===== config.mk =====
export PLATFORM = sky130hd
export DESIGN_NAME = mul_ctrl
export DESIGN_NICKNAME = d
export VERILOG_FILES = /design/src/rtl/mul_ctrl.sv
export SDC_FILE = /design/constraint.sdc
export NUM_CORES = 1
export LEC_CHECK = 0
export CAP_MARGIN = 40
export CORE_MARGIN = 2
export CORE_UTILIZATION = 41
export CTS_CLUSTER_DIAMETER = 40
export DETAILED_ROUTE_END_ITERATION = 10
export GPL_TIMING_DRIVEN = 0
export HOLD_SLACK_MARGIN = 0.06
export PLACE_DENSITY = 0.81
export SETUP_SLACK_MARGIN = 0.3
export SYNTH_ARGS = -nofsm -noshare
export SYNTH_HDL_FRONTEND = slang
export SYNTH_SLANG_ARGS = --single-unit

===== constraint.sdc =====
create_clock -name clk -period 2.9 [get_ports clk]
set_input_delay 0.58 -clock clk [delete_from_list [all_inputs] [get_ports clk]]
set_output_delay 0.58 -clock clk [all_outputs]
set_load 0.01 [all_outputs]

===== src/rtl/mul_ctrl.sv =====
// mul_ctrl: EX-stage sequencer for the shared 32x32 multi-cycle multiplier.
// Hands operands to the multiplier, stalls the pipeline until the product returns, then writes back once.
module mul_ctrl #(
    parameter int unsigned TIMEOUT = 48
) (
    input  logic        clk,
    input  logic        rst,
    input  logic        op_valid_i,
    input  logic [1:0]  op_i,
    input  logic [31:0] src1_i,
    input  logic [31:0] src2_i,
    input  logic        flush_i,
    output logic        mul_start_o,
    output logic        mul_annul_o,
    output logic        mul_signed_o,
    output logic [31:0] mul_op1_o,
    output logic [31:0] mul_op2_o,
    input  logic [63:0] mul_result_i,
    input  logic        mul_ready_i,
    output logic        stallreq_o,
    output logic        hilo_we_o,
    output logic [31:0] hi_o,
    output logic [31:0] lo_o,
    output logic        rd_we_o,
    output logic [31:0] rd_data_o,
    output logic        err_o
);

    localparam logic [1:0] ST_IDLE = 2'b00;
    localparam logic [1:0] ST_BUSY = 2'b01;
    localparam logic [1:0] ST_DONE = 2'b10;

    localparam logic [1:0] OP_NONE  = 2'b00;
    localparam logic [1:0] OP_MULTU = 2'b10;
    localparam logic [1:0] OP_MUL   = 2'b11;

    // Last BUSY cycle allowed before the multiplier is declared hung.
    localparam logic [7:0] WDOG_LAST = 8'(TIMEOUT - 32'd1);

    logic [1:0] state_r;
    logic [1:0] op_r;
    logic [7:0] wdog_r;
    logic       issue_s;

    // Issue decode, stall request and writeback strobes; a flush kills all of them in its own cycle.
    always_comb begin
        issue_s    = 1'b0;
        stallreq_o = 1'b0;
        hilo_we_o  = 1'b0;
        rd_we_o    = 1'b0;
        if (state_r == ST_IDLE) begin
            issue_s    = op_valid_i && (op_i != OP_NONE) && !flush_i;
            stallreq_o = issue_s;
        end else if (state_r == ST_BUSY) begin
            stallreq_o = !flush_i;
        end else if (state_r == ST_DONE) begin
            hilo_we_o = !flush_i && (op_r != OP_MUL);
            rd_we_o   = !flush_i && (op_r == OP_MUL);
        end else begin
            stallreq_o = 1'b0;
        end
    end

    // Sequencer state, multiplier handshake, watchdog and captured product.
    always_ff @(posedge clk) begin
        if (rst) begin
            state_r      <= ST_IDLE;
            op_r         <= 2'b00;
            wdog_r       <= 8'd0;
            mul_start_o  <= 1'b0;
            mul_annul_o  <= 1'b0;
            mul_signed_o <= 1'b0;
            mul_op1_o    <= 32'd0;
            mul_op2_o    <= 32'd0;
            hi_o         <= 32'd0;
            lo_o         <= 32'd0;
            rd_data_o    <= 32'd0;
            err_o        <= 1'b0;
        end else begin
            mul_annul_o <= 1'b0;
            case (state_r)
                ST_IDLE: begin
                    if (issue_s) begin
                        op_r         <= op_i;
                        mul_op1_o    <= src1_i;
                        mul_op2_o    <= src2_i;
                        mul_signed_o <= (op_i != OP_MULTU);
                        mul_start_o  <= 1'b1;
                        wdog_r       <= 8'd0;
                        state_r      <= ST_BUSY;
                    end
                end
                ST_BUSY: begin
                    // Flush outranks a product arriving in the same cycle.
                    if (flush_i) begin
                        mul_start_o <= 1'b0;
                        mul_annul_o <= 1'b1;
                        state_r     <= ST_IDLE;
                    end else if (mul_ready_i) begin
                        mul_start_o <= 1'b0;
                        if (op_r == OP_MUL) begin
                            rd_data_o <= mul_result_i[31:0];
                        end else begin
                            hi_o <= mul_result_i[63:32];
                            lo_o <= mul_result_i[31:0];
                        end
                        state_r <= ST_DONE;
                    end else if (wdog_r == WDOG_LAST) begin
                        err_o       <= 1'b1;
                        mul_start_o <= 1'b0;
                        mul_annul_o <= 1'b1;
                        state_r     <= ST_IDLE;
                    end else begin
                        wdog_r <= wdog_r + 8'd1;
                    end
                end
                ST_DONE: begin
                    state_r <= ST_IDLE;
                end
                default: begin
                    mul_start_o <= 1'b0;
                    state_r     <= ST_IDLE;
                end
            endcase
        end
    end

endmodule


==> After elaboration in Yosys (flattened, before gate mapping) <==
Cells that the tools add are included.
{ "classes": {"add_sub_neg": 1, "eq_ne": 11, "mux": 27, "bitwise": 5, "n_reduce_logical": 16} }
{ "op_table": {"columns": ["operator", "count"], "rows": [
  ["$mux W8", 4],
  ["$mux W1", 16],
  ["$pmux W8 S2", 1],
  ["$ne A2 B2 Y1 const B", 6],
  ["$reduce_and A4 Y1", 3],
  ["$add A8 B1 Y8 const B", 1],
  ["$eq A8 B6 Y1 const B", 1],
  ["$mux W2", 4],
  ["$not A1 Y1", 5],
  ["$reduce_and A5 Y1", 1],
  ["$eq A2 B2 Y1 const B", 2],
  ["$logic_and A1 B1 Y1", 4],
  ["$ne A4 B3 Y1 const B", 1],
  ["$pmux W2 S2", 1],
  ["$reduce_and A2 Y1", 2],
  ["$reduce_bool A2 Y1", 2],
  ["$pmux W1 S3", 1],
  ["$reduce_and A3 Y1", 1],
  ["$eq A2 B1 Y1 const B", 1],
  ["$logic_not A2 Y1", 1],
  ["$reduce_or A2 Y1", 1],
  ["$logic_not A1 Y1", 1]
]} }
{ "totals": {"regBits": 176, "out_inout_bits": 167, "word_cells": 72} }

==> Logic depth before layout (Yosys ltp) <==
{ "logic_depth": {"word_depth": 6, "ltp_mapped": 6, "mapped_depth_nobuf": 5} }

==> Worst setup path before layout <==
No wires, ideal clock.
{ "synth_path": {"path_kind": "input to output", "from": "in flush_i", "to": "out stallreq_o", "t_arrival_ns": 1.328, "t_required_ns": 2.320, "setup_slack_ns": 0.992, "stages": 4, "path_buffers": 1, "cell_sequence": "nor4b_4 -> o21a_1 -> buf_6 -> or2_2"} }
{ "synth_between": {"elab_chain_cells": 3, "elab_cells_between_ends": 4} }
{ "synth_lines": {"columns": ["element", "line_no", "text"], "rows": [
  ["start, declared", "12", "input logic flush_i,"],
  ["$logic_not A1 Y1 (*)", "52, 55", null],
  ["$mux W1 or $logic_and A1 B1 Y1 (tied branches)", "54, 52", null],
  ["$mux W1 (*)", "51", "if (state_r == ST_IDLE) begin"],
  ["end, declared", "20", "output logic stallreq_o,"]
]} }
Mark *: on every way between the ends. The rest lies on a longest branch, timed or not.

==> Worst setup path in the final report <==
{ "layout_path": {"from": "in op_valid_i", "to": "out stallreq_o"} }
{ "layout_between": {"elab_chain_cells": 3} }
{ "layout_lines": {"columns": ["element", "line_no", "text"], "rows": [
  ["start, declared", "8", "input logic op_valid_i,"],
  ["$logic_and A1 B1 Y1 (2 in series)", "52", "issue_s = op_valid_i && (op_i != OP_NONE) && !flush_i;"],
  ["$mux W1", "51", null]
]} }
Every way passes these cells.

==> impl_metrics.json <==
{
  "drc_errors": 0,
  "cap_violations": 0,
  "setup_viol": 0,
  "diodes": 0,
  "place_congestion": 0.8069,
  "vias": 6344,
  "p_int_w": 0.003981,
  "max_freq_ghz": 0.3989,
  "seq_power_share": 0.474,
  "dieWidth_um": 128.0,
  "fin_crit_sh": 0.8644,
  "critPathKind": "in2out",
  "synth-seq-cells": 176,
  "clk_pin_slew_worst_paths_ns": 0.07,
  "row_count": 45,
  "multi_input_comb_area_mm2": 0.002467,
  "nFillCells": 1271,
  "cp-start-kind": "input pin",
  "irDropWorstVdd_mv": 0.3440,
  "fin_ws_ns": 0.3934,
  "drtIter0Drc": 330,
  "htreeDepth": 4,
  "min_period_ns": 2.507,
  "rsz0062_at_grt": "false",
  "io_pins": 302,
  "swShare": 0.2440,
  "viasPerCell": 4.869,
  "dp_cells": 1269,
  "fin_util": 0.6716,
  "cts_buffers": 17,
  "status": "finished, final reports clean",
  "avgSynthCellArea_um2": 8.073,
  "comb_power_share": 0.098,
  "p_leak_nw": 3.473,
  "insertion_delay_ns": 0.42,
  "overflow": 0,
  "dp_hpwl_um": 14990,
  "synthDistinctLibCells": 39,
  "grt_pass1_wl_um": 30710,
  "seqCellArea_mm2": 0.003523,
  "dr.pass1.iters": 5,
  "wl_um": 19920,
  "design.core.area_mm2": 0.01509,
  "finalNonFillerCells": 1303,
  "synth_warnings": 0,
  "dp_slack_ns": -0.2546,
  "arrival_ns": 1.93,
  "cts.sinks": 176,
  "syn2layout_area_growth_pct": 60.75,
  "die_h_um": 128.0,
  "hold_class": "reg2reg",
  "dieArea_mm2": 0.01639,
  "tightest_slew_ns": 0.7159,
  "hold_viol_final": 0,
  "p_sw_w": 0.001285,
  "power_frac_clock": 0.428,
  "end_kind": "primary output",
  "ant_nets": 0,
  "drive_gt1_frac": 0.06009,
  "critical_path_required_ns": 2.32,
  "finalClockSkew_ns": 0.008007,
  "synthCells": 781,
  "cts-root-buf": "clkbuf_16",
  "track_usage": 0.2406,
  "antenna_found_initial": 0,
  "wire_per_inst_um": 15.29,
  "syn_area_mm2": 0.006305,
  "cp_max_fo": 3,
  "port_buffers": 300,
  "powerDensity_mw_per_mm2": 519.6,
  "slew_viol_final": 0,
  "synth_fp_nets": 917,
  "cts_tree": "done",
  "start_util": 0.4178,
  "grt_pass1_vias": 6079,
  "yosysSeqAreaShare": 0.5588,
  "fin_total_pwr_w": 0.005266,
  "tns_ns": 0,
  "grt_max_degree": 18,
  "final_nets": 1238,
  "cts_buffer_depth": 2,
  "timing.slew.headroom": 0.5227
}
## synthesized netlist by cell type
cell type	instances	share of area
nor3b_4	1	0.0030
nand3_2	2	0.0032
a21oi_1	170	0.13
buf_6	11	0.020
o31a_1	1	0.0014
o221ai_1	1	0.0014
and3_1	1	0.00099
or2_2	2	0.0020
clkbuf_1	30	0.018
nor3b_2	1	0.0020
and4_1	1	0.0014
nand2_1	330	0.20
nand3_1	4	0.0032
xnor2_1	1	0.0014
o21ai_0	1	0.00079
o21a_1	2	0.0024
o211a_1	1	0.0016
nand4_1	1	0.00099
a41oi_1	1	0.0014
a31oi_1	3	0.0030
dfxtp_1	176	0.56
nor3_1	1	0.00079
nor4b_4	1	0.0038
inv_1	5	0.0030
a21oi_2	1	0.0014
buf_1	1	0.00059
o211ai_1	1	0.0012
o211ai_2	1	0.0020
mux2i_1	1	0.0016
or3_1	1	0.00099
o21ai_2	1	0.0014
a41o_1	1	0.0016
ha_1	1	0.0020
nor2_1	8	0.0048
buf_2	11	0.0087
nand4bb_4	1	0.0044
o22ai_1	1	0.00099
nand2b_1	2	0.0020
a211oi_1	1	0.0012
## stage by stage
stage | area [um2] | hold slack [ns]
floorplan | 6305 | 0.4479
global placement | 9543 | 0.4402
detailed placement | 9543 | 0.4455
CTS | 10130 | 0.4549
global route | 10130 | 0.4656
finish | 10130 | 0.4524
## cells in the final DEF (no fill, tap or decap), types with 2 or more instances in the layout
master and count:
nand2_1 330, clkdlybuf4s50_1 298, dfxtp_1 176, a21oi_1 170
clkbuf_1 30, clkbuf_16 17, buf_6 11, buf_2 11
nor2_1 8, inv_1 5, clkinvlp_4 5, nand3_1 4
inv_8 4, a31oi_1 3, inv_6 3, o21a_1 2
or2_2 2, nand3_2 2, nand2b_1 2, buf_4 2
## registers in the layout, summed over array words and instances, names as in the netlist, 2 cells and up
signal and flops:
mul_op1_o 32, mul_op2_o 32, wdog_r 8, hi_o 32, state_r 2, rd_data_o 32
op_r 2, lo_o 32
## metal layers
layer	wire, um	vias to the layer above	part of all wire	global-route usage
met3	1803	38	0.090	0.09265
met1	8040	2861	0.40	0.2653
li1	-	3189	-	-
met5	0	-	0	0
met4	532	0	0.027	0.09244
met2	9548	256	0.48	0.4193
## power groups by stage
stage | Combinational [W] | Clock (W) | Sequential (W)
after CTS | 0.000520 | 0.00230 | 0.00250
after global placement | 0.000514 | 0 | 0.00255
after detailed placement | 0.000515 | 0 | 0.00255
after global routing | 0.000558 | 0.00238 | 0.00250
final | 0.000516 | 0.00225 | 0.00250
after floorplan | 0.000145 | 0 | 0.00257
## cells by family (layout without fill, tap and decap cells)
family	after synthesis	after routing	synth area share
adders and majority gates	1	1	0.001984
muxes	1	1	0.001588
xor gates and xnor gates	1	1	0.001389
and+or+nand+nor	357	357	0.2298
AOI/OAI and AO/OA	187	187	0.1566
buffers and inverters	58	392	0.04981
DFF	176	176	0.5588
## repair_timing
action                     in CTS  in global routing
gates resized for setup         2                  1
pin swaps                       1                  0
hold buffers                    0                  0
setup buffers                   2                  0
setup endpoints to repair       3                  1
## worst max-delay path, stage by stage
cell,delay [ns]
clkdlybuf4s50_1,0.46
nor4b_4,0.24
o21a_1,0.21
buf_6,0.11
or2_2,0.09
clkdlybuf4s15_1,0.23
## path summary, 6_finish.rpt
path | slack [ns] | from | cells past startpoint | to
max | 0.39 | op_valid_i | 6 | stallreq_o
min | 0.45 | lo_o[3]$_SDFFE_PP0P_ | 2 | lo_o[3]$_SDFFE_PP0P_
max reg2reg | 1.04 | state_r[0]$_SDFFE_PP0P_ | 5 | hi_o[27]$_SDFFE_PP0P_
min reg2reg | 0.45 | lo_o[3]$_SDFFE_PP0P_ | 2 | lo_o[3]$_SDFFE_PP0P_
## area by class of cell
type / instances / share of cell area
Timing Repair Buffer: 302 / 0.2977
Sequential cell: 176 / 0.3477
Inverter: 5 / 0.001852
Clock buffer: 17 / 0.04198
Buffer: 53 / 0.02914
Tap cell: 188 / 0.02321
Multi-Input combinational cell: 547 / 0.2435
Clock inverter: 15 / 0.01506
No activity file was read; power rests on OpenSTA's default activity.
